`src/rtl/fetch_ctrl_if.sv`:
```
// Fetch-path bus bundle: redirect inputs, instruction-memory req/ack channel
// and the instruction stream toward decode.
//   master : fetch_ctrl side (drives imem_req/addr and the decode stream)
//   slave  : environment side (memory, branch unit, decode)
interface fetch_ctrl_if #(
  parameter int unsigned WORD      = 64,
  parameter int unsigned INSTR_LEN = 32
);
  logic [WORD-1:0]      branch_target;
  logic                 pc_src;
  logic                 imem_req;
  logic [WORD-1:0]      imem_addr;
  logic                 imem_ack;
  logic [INSTR_LEN-1:0] imem_rdata;
  logic                 instr_valid;
  logic [INSTR_LEN-1:0] instruction;
  logic [WORD-1:0]      instr_pc;
  logic                 instr_ready;

  modport master (
    input  branch_target, pc_src, imem_ack, imem_rdata, instr_ready,
    output imem_req, imem_addr, instr_valid, instruction, instr_pc
  );

  modport slave (
    output branch_target, pc_src, imem_ack, imem_rdata, instr_ready,
    input  imem_req, imem_addr, instr_valid, instruction, instr_pc
  );
endinterface

```
`src/rtl/fetch_ctrl.sv`:
```
// Instruction-fetch sequencer. Owns the PC, issues one request at a time to
// a multi-cycle instruction memory and buffers returned instructions in a
// small FIFO toward decode. Branch redirects flush the FIFO and squash any
// in-flight fetch.
//   clk   : rising-edge clock
//   reset : asynchronous, active-low reset
//   bus   : fetch_ctrl_if.master (redirect, imem req/ack, decode stream)
module fetch_ctrl #(
  parameter int unsigned    WORD      = 64,
  parameter int unsigned    INSTR_LEN = 32,
  parameter logic [WORD-1:0] RESET_PC = '0,
  parameter int unsigned    BUF_DEPTH = 2
) (
  input  logic            clk,
  input  logic            reset,
  fetch_ctrl_if.master    bus
);

  localparam int unsigned PTR_W = $clog2(BUF_DEPTH);
  localparam int unsigned CNT_W = PTR_W + 1;

  typedef enum logic [1:0] {
    S_IDLE,
    S_REQ,
    S_HOLD
  } state_t;

  state_t               r_state, w_state_nxt;
  logic [WORD-1:0]      r_pc, w_pc_nxt;
  logic [WORD-1:0]      r_addr, w_addr_nxt;
  logic                 r_squash, w_squash_nxt;

  logic [INSTR_LEN-1:0] r_mem_instr [BUF_DEPTH];
  logic [WORD-1:0]      r_mem_pc    [BUF_DEPTH];
  logic [PTR_W-1:0]     r_wr_ptr, r_rd_ptr;
  logic [CNT_W-1:0]     r_count, w_count_nxt;

  logic w_ack, w_push, w_pop, w_valid, w_space;

  assign w_valid = (r_count != '0);
  assign w_ack   = (r_state == S_REQ) & bus.imem_ack;
  // Acks for a squashed fetch, or coinciding with a redirect, are dropped.
  assign w_push  = w_ack & ~r_squash & ~bus.pc_src;
  // A redirect flushes the FIFO, so a simultaneous pop is meaningless.
  assign w_pop   = w_valid & bus.instr_ready & ~bus.pc_src;

  always_comb begin
    w_count_nxt = r_count;
    if (bus.pc_src) begin
      w_count_nxt = '0;
    end else begin
      w_count_nxt = r_count + CNT_W'(w_push) - CNT_W'(w_pop);
    end
  end

  // Credit check is made against the post-edge occupancy; a new request is
  // only ever launched when none is outstanding, so outstanding counts as 0.
  assign w_space = (w_count_nxt < CNT_W'(BUF_DEPTH));

  always_comb begin
    w_state_nxt  = r_state;
    w_pc_nxt     = r_pc;
    w_addr_nxt   = r_addr;
    w_squash_nxt = r_squash;

    unique case (r_state)
      S_IDLE: begin
        w_state_nxt = S_REQ;
        w_addr_nxt  = r_pc;
      end
      S_REQ: begin
        if (bus.imem_ack) begin
          if (!r_squash) begin
            w_pc_nxt = r_pc + WORD'(4);
          end
          w_squash_nxt = 1'b0;
          if (w_space) begin
            w_addr_nxt = w_pc_nxt;
          end else begin
            w_state_nxt = S_HOLD;
          end
        end
      end
      S_HOLD: begin
        if (w_space) begin
          w_state_nxt = S_REQ;
          w_addr_nxt  = r_pc;
        end
      end
      default: w_state_nxt = S_IDLE;
    endcase

    // Redirect overrides the normal sequencing. With a fetch still in
    // flight the old address is held until its ack, which is then discarded.
    if (bus.pc_src) begin
      w_pc_nxt = bus.branch_target;
      if ((r_state == S_REQ) && !bus.imem_ack) begin
        w_state_nxt  = S_REQ;
        w_addr_nxt   = r_addr;
        w_squash_nxt = 1'b1;
      end else begin
        w_state_nxt  = S_REQ;
        w_addr_nxt   = bus.branch_target;
        w_squash_nxt = 1'b0;
      end
    end
  end

  always_ff @(posedge clk or negedge reset) begin
    if (!reset) begin
      r_state  <= S_IDLE;
      r_pc     <= RESET_PC;
      r_addr   <= RESET_PC;
      r_squash <= 1'b0;
    end else begin
      r_state  <= w_state_nxt;
      r_pc     <= w_pc_nxt;
      r_addr   <= w_addr_nxt;
      r_squash <= w_squash_nxt;
    end
  end

  always_ff @(posedge clk or negedge reset) begin
    if (!reset) begin
      r_wr_ptr <= '0;
      r_rd_ptr <= '0;
      r_count  <= '0;
      for (int unsigned i = 0; i < BUF_DEPTH; i++) begin
        r_mem_instr[i] <= '0;
        r_mem_pc[i]    <= '0;
      end
    end else begin
      r_count <= w_count_nxt;
      if (bus.pc_src) begin
        r_wr_ptr <= '0;
        r_rd_ptr <= '0;
      end else begin
        if (w_push) begin
          r_mem_instr[r_wr_ptr] <= bus.imem_rdata;
          r_mem_pc[r_wr_ptr]    <= r_pc;
          r_wr_ptr              <= r_wr_ptr + PTR_W'(1);
        end
        if (w_pop) begin
          r_rd_ptr <= r_rd_ptr + PTR_W'(1);
        end
      end
    end
  end

  assign bus.imem_req    = (r_state == S_REQ);
  assign bus.imem_addr   = r_addr;
  assign bus.instr_valid = w_valid;
  assign bus.instruction = w_valid ? r_mem_instr[r_rd_ptr] : '0;
  assign bus.instr_pc    = w_valid ? r_mem_pc[r_rd_ptr]    : '0;

endmodule

```
`src/flat_wrapper.sv`:
```
// flat-port wrapper written by rule: the top's interface ports become plain ports
module fetch_ctrl_flat 
#(
  parameter int unsigned    WORD      = 64,
  parameter int unsigned    INSTR_LEN = 32,
  parameter logic [WORD-1:0] RESET_PC = '0,
  parameter int unsigned    BUF_DEPTH = 2
)
  (clk, reset, bus_branch_target, bus_pc_src, bus_imem_ack, bus_imem_rdata, bus_instr_ready, bus_imem_req, bus_imem_addr, bus_instr_valid, bus_instruction, bus_instr_pc);
  fetch_ctrl_if #(.WORD(WORD), .INSTR_LEN(INSTR_LEN)) bus_i ();
  input  logic clk;
  input  logic reset;
  input wire logic [$bits(bus_i.branch_target)-1:0] bus_branch_target;
  input wire logic [$bits(bus_i.pc_src)-1:0] bus_pc_src;
  input wire logic [$bits(bus_i.imem_ack)-1:0] bus_imem_ack;
  input wire logic [$bits(bus_i.imem_rdata)-1:0] bus_imem_rdata;
  input wire logic [$bits(bus_i.instr_ready)-1:0] bus_instr_ready;
  output wire logic [$bits(bus_i.imem_req)-1:0] bus_imem_req;
  output wire logic [$bits(bus_i.imem_addr)-1:0] bus_imem_addr;
  output wire logic [$bits(bus_i.instr_valid)-1:0] bus_instr_valid;
  output wire logic [$bits(bus_i.instruction)-1:0] bus_instruction;
  output wire logic [$bits(bus_i.instr_pc)-1:0] bus_instr_pc;
  assign bus_i.branch_target = bus_branch_target;
  assign bus_i.pc_src = bus_pc_src;
  assign bus_i.imem_ack = bus_imem_ack;
  assign bus_i.imem_rdata = bus_imem_rdata;
  assign bus_i.instr_ready = bus_instr_ready;
  assign bus_imem_req = bus_i.imem_req;
  assign bus_imem_addr = bus_i.imem_addr;
  assign bus_instr_valid = bus_i.instr_valid;
  assign bus_instruction = bus_i.instruction;
  assign bus_instr_pc = bus_i.instr_pc;
  fetch_ctrl #(.WORD(WORD), .INSTR_LEN(INSTR_LEN), .RESET_PC(RESET_PC), .BUF_DEPTH(BUF_DEPTH)) u_core (.clk(clk), .reset(reset), .bus(bus_i));
endmodule
```
`config.mk`:
```
export PLATFORM = sky130hd
export DESIGN_NAME = fetch_ctrl_flat
export DESIGN_NICKNAME = d
export VERILOG_FILES = /design/src/rtl/fetch_ctrl_if.sv /design/src/rtl/fetch_ctrl.sv /design/src/flat_wrapper.sv
export SDC_FILE = /design/constraint.sdc
export NUM_CORES = 1
export LEC_CHECK = 0
export ABC_AREA = 1
export ABC_CLOCK_PERIOD_IN_PS = 4400
export CAP_MARGIN = 20
export CELL_PAD_IN_SITES_DETAIL_PLACEMENT = 1
export CELL_PAD_IN_SITES_GLOBAL_PLACEMENT = 1
export CORE_ASPECT_RATIO = 0.7
export CORE_MARGIN = 5
export CORE_UTILIZATION = 43
export CTS_CLUSTER_DIAMETER = 200
export DETAILED_ROUTE_END_ITERATION = 12
export GPL_ROUTABILITY_DRIVEN = 0
export GPL_TIMING_DRIVEN = 1
export MAX_ROUTING_LAYER = met4
export PLACE_DENSITY = 0.93
export RECOVER_POWER = 50
export SLEW_MARGIN = 20
export SYNTH_ARGS = -nofsm -noshare
export SYNTH_HDL_FRONTEND = slang
export SYNTH_SLANG_ARGS = --single-unit
```
`constraint.sdc`:
```
create_clock -name clk -period 4.4 [get_ports clk]
set_input_delay 0.88 -clock clk [delete_from_list [all_inputs] [get_ports clk]]
set_output_delay 0.88 -clock clk [all_outputs]
set_load 0.03 [all_outputs]
```
Yosys cells after proc, flatten, opt, wreduce, memory -nomap -nowiden
Index checks and enable logic that the tools add are counted.
{ "totals": {"ff_bits": 327, "output_inout_bits": 162} }
{ "op_classes": {"addsub": 5, "magnitude_cmp": 4, "eq_ne": 7, "muxes": 38, "bitwise_logic": 9, "n_reduce_logical": 14} }
{ "op_table": {"columns": ["op", "count"], "rows": [
  ["2-to-1 mux 64 bit", 14],
  ["one-hot mux 64 bit (3 select lines)", 1],
  ["2-to-1 mux 32 bit", 5],
  ["bitwise mux 128 bit", 1],
  ["adder 64 x 3 -> 64 bit, second input constant", 1],
  ["bitwise mux 64 bit", 1],
  ["demux 64 bit (select 1 bit)", 1],
  ["demux 32 bit (select 1 bit)", 1],
  ["2-to-1 mux 2 bit", 5],
  ["nonzero test 2 bit", 5],
  ["2-to-1 mux 1 bit", 8],
  ["inequality test 3 x 2 -> 1 bit, second input constant", 2],
  ["inequality test 3 bit, second input constant", 2],
  ["one-hot mux 2 bit (3 select lines)", 1],
  ["bitwise AND 1 bit", 5],
  ["AND reduction 5 bit", 1],
  [">= comparator 2 bit, second input constant", 2],
  ["inverter 1 -> 2 bit", 2],
  ["AND reduction 2 bit", 2],
  ["nonzero test 4 bit", 1],
  ["AND reduction 3 bit", 1],
  ["adder 1 bit, second input constant", 2],
  ["adder 2 x 1 -> 2 bit", 1],
  ["== test 2 x 1 -> 1 bit, second input constant", 1],
  ["other kinds (9)", 11]
]} }

Logic depth before layout (Yosys ltp)
Gate-level depths: netlist of the first run.
{ "logic_depth": {"depth_word": 12, "depth_mapped": 17, "ltp_nobuf": 16} }

Worst setup path after synthesis of the first run
No wires, ideal clock.
{ "synth_timing": {"path_kind": "input to register", "start": "input bus_pc_src", "end": "register u_core.r_addr[37], in the netlist u_core.bus.imem_addr[37]", "setup_time_ns": 0.077, "t_arrival_ns": 2.933, "required_time_ns": 4.323, "slack_ns": 1.390, "cell_stages": 15, "path_cell_list": "clkbuf_1 > buf_1 > nor2_1 > ha_1 > inv_1 > ha_1 > inv_1 > nor2_1 > nor2_1 > o21ai_1 > nand2_1 > buf_4 > buf_4 > nor2_1 > a21oi_1"} }
{ "synth_between": {"elab_chain_len": 8, "word_cells_on_any_way": 14, "classes_between": "add/sub (2); order compare (1); eq/ne (4); mux (2); bitwise (3); reduce/logical (2)"} }
{ "synth_lines": {"columns": ["item", "line", "source"], "rows": [
  ["start, declared", "flat_wrapper.sv:14", "input wire logic [$bits(bus_i.pc_src)-1:0] bus_pc_src;"],
  ["inverter 1 bit (no line)", null, null],
  ["bitwise AND 1 bit", "fetch_ctrl.sv:43", "assign w_push = w_ack & ~r_squash & ~bus.pc_src;"],
  ["adder 2 x 1 -> 2 bit", "fetch_ctrl.sv:52", "w_count_nxt = r_count + CNT_W'(w_push) - CNT_W'(w_pop);"],
  ["subtractor 2 x 1 -> 2 bit", "fetch_ctrl.sv:52", null],
  ["2-to-1 mux 2 bit *", "fetch_ctrl.sv:49", "if (bus.pc_src) begin"],
  ["net u_core.w_count_nxt[1]", "fetch_ctrl.sv:36", "logic [CNT_W-1:0] r_count, w_count_nxt;"],
  ["less-than comparator 2 bit *", "fetch_ctrl.sv:58", "assign w_space = (w_count_nxt < CNT_W'(BUF_DEPTH));"],
  ["inequality test 3 x 2 -> 1 bit (no line)", null, null],
  ["AND reduction 5 bit (no line) *", null, null],
  ["end signal, assigned", "fetch_ctrl.sv:118", "r_addr <= w_addr_nxt;"],
  ["end, declared", "fetch_ctrl.sv:30", "logic [WORD-1:0] r_addr, w_addr_nxt;"]
]} }
The timed path passes the listed nets; every way through them passes the cells marked *.
A chain may end at the register's enable or synchronous reset.

Final worst setup path of the first run
{ "layout_timing": {"start": "register u_core.r_rd_ptr", "end": "output bus_instr_pc[24]"} }
{ "layout_between": {"elab_chain_len": 5} }
{ "layout_lines": {"columns": ["item", "line", "source"], "rows": [
  ["start, declared", "fetch_ctrl.sv:35", "logic [PTR_W-1:0] r_wr_ptr, r_rd_ptr;"],
  ["start signal, assigned", "fetch_ctrl.sv:144", "r_rd_ptr <= r_rd_ptr + PTR_W'(1);"],
  ["inverter 1 -> 2 bit (implied by the code)", "fetch_ctrl.sv:154", "assign bus.instr_pc = w_valid ? r_mem_pc[r_rd_ptr] : '0;"],
  ["2-to-1 mux 64 bit (implied by the code) (3 in series)", "fetch_ctrl.sv:154", null],
  ["2-to-1 mux 64 bit", "fetch_ctrl.sv:154", null],
  ["end, declared", "flat_wrapper.sv:22", "output wire logic [$bits(bus_i.instr_pc)-1:0] bus_instr_pc;"]
]} }
Every way passes these cells. The select of a mux whose other input is x is not followed.

==> run metrics, run 1 <==
switching power=around 4.2 mW; clk slew on worst S/H paths=about 0.06 ns; area share of the largest cell type after synthesis=0.485; Worst Hold Class=reg -> reg; Pwr Density=529 nW/um2; sequential area share after synthesis=0.485; layout cell share with drive strength beyond 1=0.0519; Port Buffers=roughly 260; fin crit period=4.12 ns; initial antenna violation count=0; Worst Tran Pin Value=between 2 and 3 ns; Max Cap Viol=5; die area=43400 um2; Die H=176 um; final instance area=21000 um2; Final period util=0.935; mapped cell area=16900 um2; WS Path Type=reg -> out; CTS tree=done; violated checks=capacitance limit, slew limit; Chip Width=~250 um; 1st-pass router iterations=6; most common cell after layout, fill and taps aside=nand2_1; fmax=243 MHz; final slew viol count=~380; Vias/cell=5.81; post-CTS sizing=0; worst endpoint required time=3.52 ns; DRC=0; top post-synthesis cells by area=dfrtp_1 (48%), nand2_1 (16%), o21ai_1 (5.7%), nor2_1 (5.2%), a21oi_1 (4.9%); Ant. Diodes=0; RSZ-0062 raised after global routing=false; first-pass GRT wire length=107000 um; # rows=60; Clock Power Share=0.269; vias in the first global route=18700; Post-Syn Instances=2277; total track usage=0.316; pin count of the biggest net entering global routing=137; Synth Register Bits=327; H-Tree Depth=2; Max Fanout on Critical Path=between 60 and 70; CTS Hold Bufs=0; clock buffer depth=3; worst skew pair latency=between 0.5 and 0.6 ns; Post-CTS Setup Bufs=0; Avg Cell Area, Syn=about 7.4 um2; CTS Buf Count=35; initial core utilization=0.438; drt wl/cell=22.4 um; Synth area leader=dfrtp_1; # clock sinks=327; Lkg Pwr=9.22 nW; final net count=roughly 2600; outcome=complete, but fails checks; critical path launch point type=flip-flop; sw frac=0.380; Detailed Place HPWL=47400 um; drt total wl=67800 um; Pint=between 6 and 7 mW; setup tns final=0 ns; Iteration-0 DRC Markers=1756; area growth from synthesis to layout=24.5%; via count=17600; Final Skew=0.0241 ns; Flop pwr share=0.413; antenna-violating nets left=0; Worst setup EP type=output pin; Crit path arrival time=3.24 ns; gr ovfl total=0; Core ar.=38600 um2; most frequent cells in the layout=nand2_1 (729), dfrtp_1 (326), clkdlybuf4s50_1 (258); Comb power frac=0.318; Ports=263; Hold Fails Final Rpt=0; Yosys cell types=43; Finish-stage setup viols=0; Layout fillers=~4800; Synth warnings=0; Rel. slew slack=-0.801; Post-DP Area=20000 um2; clock root cell=clkbuf_16; Post-Syn Nets=2381; worst vdd ir=0.289 mV
power groups by stage:
stage / clock network (mW) / registers, mW / logic [mW]
after detailed placement: 0 / 4.60 / 3.51
after global placement: 0 / 4.52 / 3.29
after floorplan: 0 / 4.71 / 1.83
final: 2.99 / 4.60 / 3.53
after global routing: 3.17 / 4.68 / 3.84
after CTS: 3.02 / 4.57 / 3.56
layer usage:
layer / wire, um / GRT usage
met1: 28800 / 0.419
met2: 32300 / 0.509
met3: 4610 / 0.0465
met4: 2070 / 0.0911
met5: 0 / -
critical path, stage by stage, from the launching register on:
cell and delay [ns]:
dfrtp_2 0.37, buf_4 0.66, buf_4 0.52, nand2_1 0.11
a21oi_1 0.27, clkdlybuf4s50_1 0.73
sequential cells by signal (all words and copies together), names as in the netlist:
name,cells
u_core.r_state,2
u_core.r_rd_ptr,1
u_core.r_wr_ptr,1
u_core.r_pc,64
u_core.r_count,2
u_core.bus.imem_addr,64
u_core.r_mem_instr,64
u_core.r_squash,1
u_core.r_mem_pc,128
worst paths after layout:
kind                                      start                  endpoint  slack [ns]  depth (start not counted)
min in group asynchronous                 reset       u_core.r_mem_pc[22]        1.19                          1
setup / recovery                u_core.r_rd_ptr          bus_instr_pc[24]        0.28                          5
hold / removal             u_core.r_mem_pc[125]      u_core.r_mem_pc[125]        0.49                          2
hold reg to reg            u_core.r_mem_pc[125]      u_core.r_mem_pc[125]        0.49                          2
setup reg to reg              u_core.r_state[1]  u_core.bus.imem_addr[47]        0.73                         15
max in group asynchronous                 reset     u_core.r_mem_instr[2]        0.77                          2
Yosys cell counts, drive strengths merged:
master	number
o221ai	7
o22ai	8
a31oi	2
or2	4
clkbuf	61
xor2	8
nor2	255
dfrtp	327
a21o	1
nand4	37
o21ai	283
and2	2
clkinv	1
o211ai	40
buf	59
nand3b	5
ha	3
inv	158
xnor2	1
a22oi	2
nor3	11
a21oi	165
nand2	741
nand2b	1
nand3	90
o21bai	3
nor4	2
logic make-up after synthesis:
| family | synth area share |
|---|---|
| AO/OA/AOI/OAI | 0.161 |
| XOR/XNOR | 0.00467 |
| adder cells (fa/ha/maj) | 0.00222 |
| buffers and inverters | 0.0662 |
| flip-flops | 0.485 |
| AND/OR/NAND/NOR | 0.282 |
through the flow:
step	setup slack [ns]	std cells	utilization	power [mW]	hold slack [ns]
floorplan	1.39	2277	-	6.54	0.453
global placement	0.433	2970	0.517	7.81	0.467
detailed placement	0.441	2971	0.518	8.11	0.474
CTS	0.276	3032	0.547	11.2	0.445
global route	0.147	3032	0.545	11.7	0.513
finish	0.284	3032	0.545	11.1	0.486
area by class of cell:
type | instances | area [um2] | area share
clock buffers | 53 | 1050 | 0.0501
clock inverters | 8 | 83.8 | 0.00399
inverters | 159 | 597 | 0.0284
multi-input cells | 1671 | 7600 | 0.361
flip-flops and latches | 327 | 8180 | 0.389
well taps | 527 | 659 | 0.0313
repair buffers | 287 | 2860 | 0.136
Note: power is estimated with default switching activity, not from simulation.
==> run 2: changes to the inputs <==
--- a/config.mk
+++ b/config.mk
@@ -20,6 +20,7 @@
 export MAX_ROUTING_LAYER = met4
 export PLACE_DENSITY = 0.93
 export RECOVER_POWER = 50
+export SKIP_CTS_REPAIR_TIMING = 1
 export SLEW_MARGIN = 20
 export SYNTH_ARGS = -nofsm -noshare
 export SYNTH_HDL_FRONTEND = slang
==> constraint.sdc (replaced) <==
create_clock -name clk -period 4.4 [get_ports clk]
set_input_delay 1.32 -clock clk [delete_from_list [all_inputs] [get_ports clk]]
set_output_delay 1.32 -clock clk [all_outputs]
set_load 0.03 [all_outputs]
==> run metrics, run 2 (same netlist as run 1, synthesis figures left out) <==
outcome=complete, but fails checks; violated checks=capacitance limit, slew limit; CP max stage delay=0.71 ns; clock root cell=clkbuf_16; first-pass GRT wire length=108000 um; drt total wl=68900 um; worst vdd ir=between 0.2 and 0.3 mV; WS Path Type=reg -> out; r2r startpoint=u_core.r_count[1]; vias in the first global route=19200; final net count=2589; Reg2Reg Depth=17; Max Cap Viol=2; setup tns final=0 ns; Ports=263; RSZ-0062 raised after global routing=false; Final period util=0.962; worst hold path startpoint=u_core.r_mem_instr[34]; area growth from synthesis to layout=25.6%; total track usage=0.323; CP Cell Sequence=inv_2 > buf_4 > nand2_1 > a21oi_1 > clkdlybuf4s50_1; DRC=0; most frequent cells in the layout=nand2_1 (729), dfrtp_1 (326), clkdlybuf4s50_1 (237); Flop pwr share=0.409; initial core utilization=0.438; via count=17700; FF-to-FF End=u_core.bus.imem_addr[48]; antenna-violating nets left=0; slowest cell on the critical path=clkdlybuf4s50_1; Final Total Pwr=11.3 mW; Worst Hold Class=reg -> reg; most common cell after layout, fill and taps aside=nand2_1; Worst Tran Pin Value=2.50 ns; Hold Fails Final Rpt=0; Port Buffers=262; Largest Register=u_core.r_mem_pc; clk slew on worst S/H paths=0.06 ns; Core ar.=38600 um2; worst slack, placed=0.0483 ns; layout cell share with drive strength beyond 1=0.0574; CP Buf/Inv Count=3; Lkg Pwr=9.31 nW; Hold EP=u_core.r_mem_instr[34]; worst skew pair latency=0.54 ns; fin worst setup slack=0.167 ns; Vias/cell=5.83; critical path launch point type=flip-flop; clock buffer depth=3; WHS Path Cells=2; Rel. slew slack=-0.664; Pint=about 7.0 mW; max FFs per register=128; die area=43400 um2; Comb power frac=0.317; Iteration-0 DRC Markers=between 1500 and 2000; Max Fanout on Critical Path=35; sw frac=0.379; 1st-pass router iterations=5; initial antenna violation count=3; CTS tree=done; Final Skew=0.0193 ns; drt wl/cell=22.7 um; Finish-stage setup viols=0; worst endpoint required time=between 3 and 4 ns; # clock sinks=around 330; # rows=60; Post-DP Area=roughly 20000 um2; pin count of the biggest net entering global routing=193; Die H=176 um; fin crit period=around 4.2 ns; H-Tree Depth=2; switching power=4.27 mW; internal reg-to-reg setup slack=0.77 ns; Layout fillers=between 4000 and 5000; CP top delay family=buffers and inverters; Pwr Density=531 nW/um2; final instance area=approximately 21000 um2; fmax=236 MHz; Clock Power Share=0.273; Crit path arrival time=2.91 ns; Chip Width=247 um; gr ovfl total=0; Detailed Place HPWL=48100 um; final slew viol count=119; CTS Buf Count=35; Worst setup EP type=output pin
==> run 2: cell types whose count changed in the layout (fill, tap and decap cells not counted), moves of 4 or more <==
cell,change
clkdlybuf4s50_1,-21
clkbuf_1,-5
buf_4,+4
buf_12,+8
o21ai_0,-25
o21ai_1,+25
dlygate4sd3_1,+15
==> run 2: cell type report <==
cell class	count	area, um2	area share
clock buffers	51	1060	0.0498
repair buffers	291	2980	0.140
flip-flops and latches	327	8180	0.386
clock inverters	11	119	0.00560
well taps	527	659	0.0311
multi-input cells	1671	7610	0.359
inverters	159	597	0.0281
diodes	2	5.00	0.000236
==> run 2: tightest hold or removal path, cell delays in order (launching register included) <==
cell	delay (ns)
dfrtp_1	0.34
nand2_1	0.05
o21ai_1	0.06
==> run 2: how the worst max path moves through the flow <==
stage	endpoint	from	cells past startpoint
2_1_floorplan	u_core.bus.imem_addr[37]	bus_pc_src	15
3_3_place_gp	u_core.bus.imem_addr[56]	bus_imem_ack	15
3_5_place_dp	u_core.bus.imem_addr[48]	bus_imem_ack	15
4_1_cts	bus_instr_pc[62]	u_core.r_rd_ptr	5
5_1_grt	bus_instr_pc[62]	u_core.r_rd_ptr	5
6_report	bus_instr_pc[26]	u_core.r_rd_ptr	5
==> run 2: routing by layer <==
layer  global-route usage  vias to the layer above  part of all wire
met4                0.126                        0             0.040
met1                0.408                     8903              0.41
li1                     -                     7843                 -
met2                0.514                      763              0.48
met3               0.0674                      204             0.072
met5                    -                        -                 0
==> run 2: per-stage QoR <==
stage | util | instances | hold WS (ns)
after floorplan | - | 2277 | 0.453
after global placement | 0.521 | 2975 | 0.467
after detailed placement | 0.521 | 2975 | 0.475
after CTS | 0.551 | 3037 | 0.494
after global routing | 0.550 | 3039 | 0.513
final | 0.550 | 3039 | 0.491
==> run 2: power by group through the flow <==
stage | Combinational, mW | Sequential [mW] | Clock [mW]
6_report | 3.57 | 4.61 | 3.08
5_1_grt | 3.88 | 4.69 | 3.24
4_1_cts | 3.60 | 4.58 | 3.11
3_5_place_dp | 3.53 | 4.61 | 0
3_3_place_gp | 3.34 | 4.53 | 0
2_1_floorplan | 1.83 | 4.71 | 0
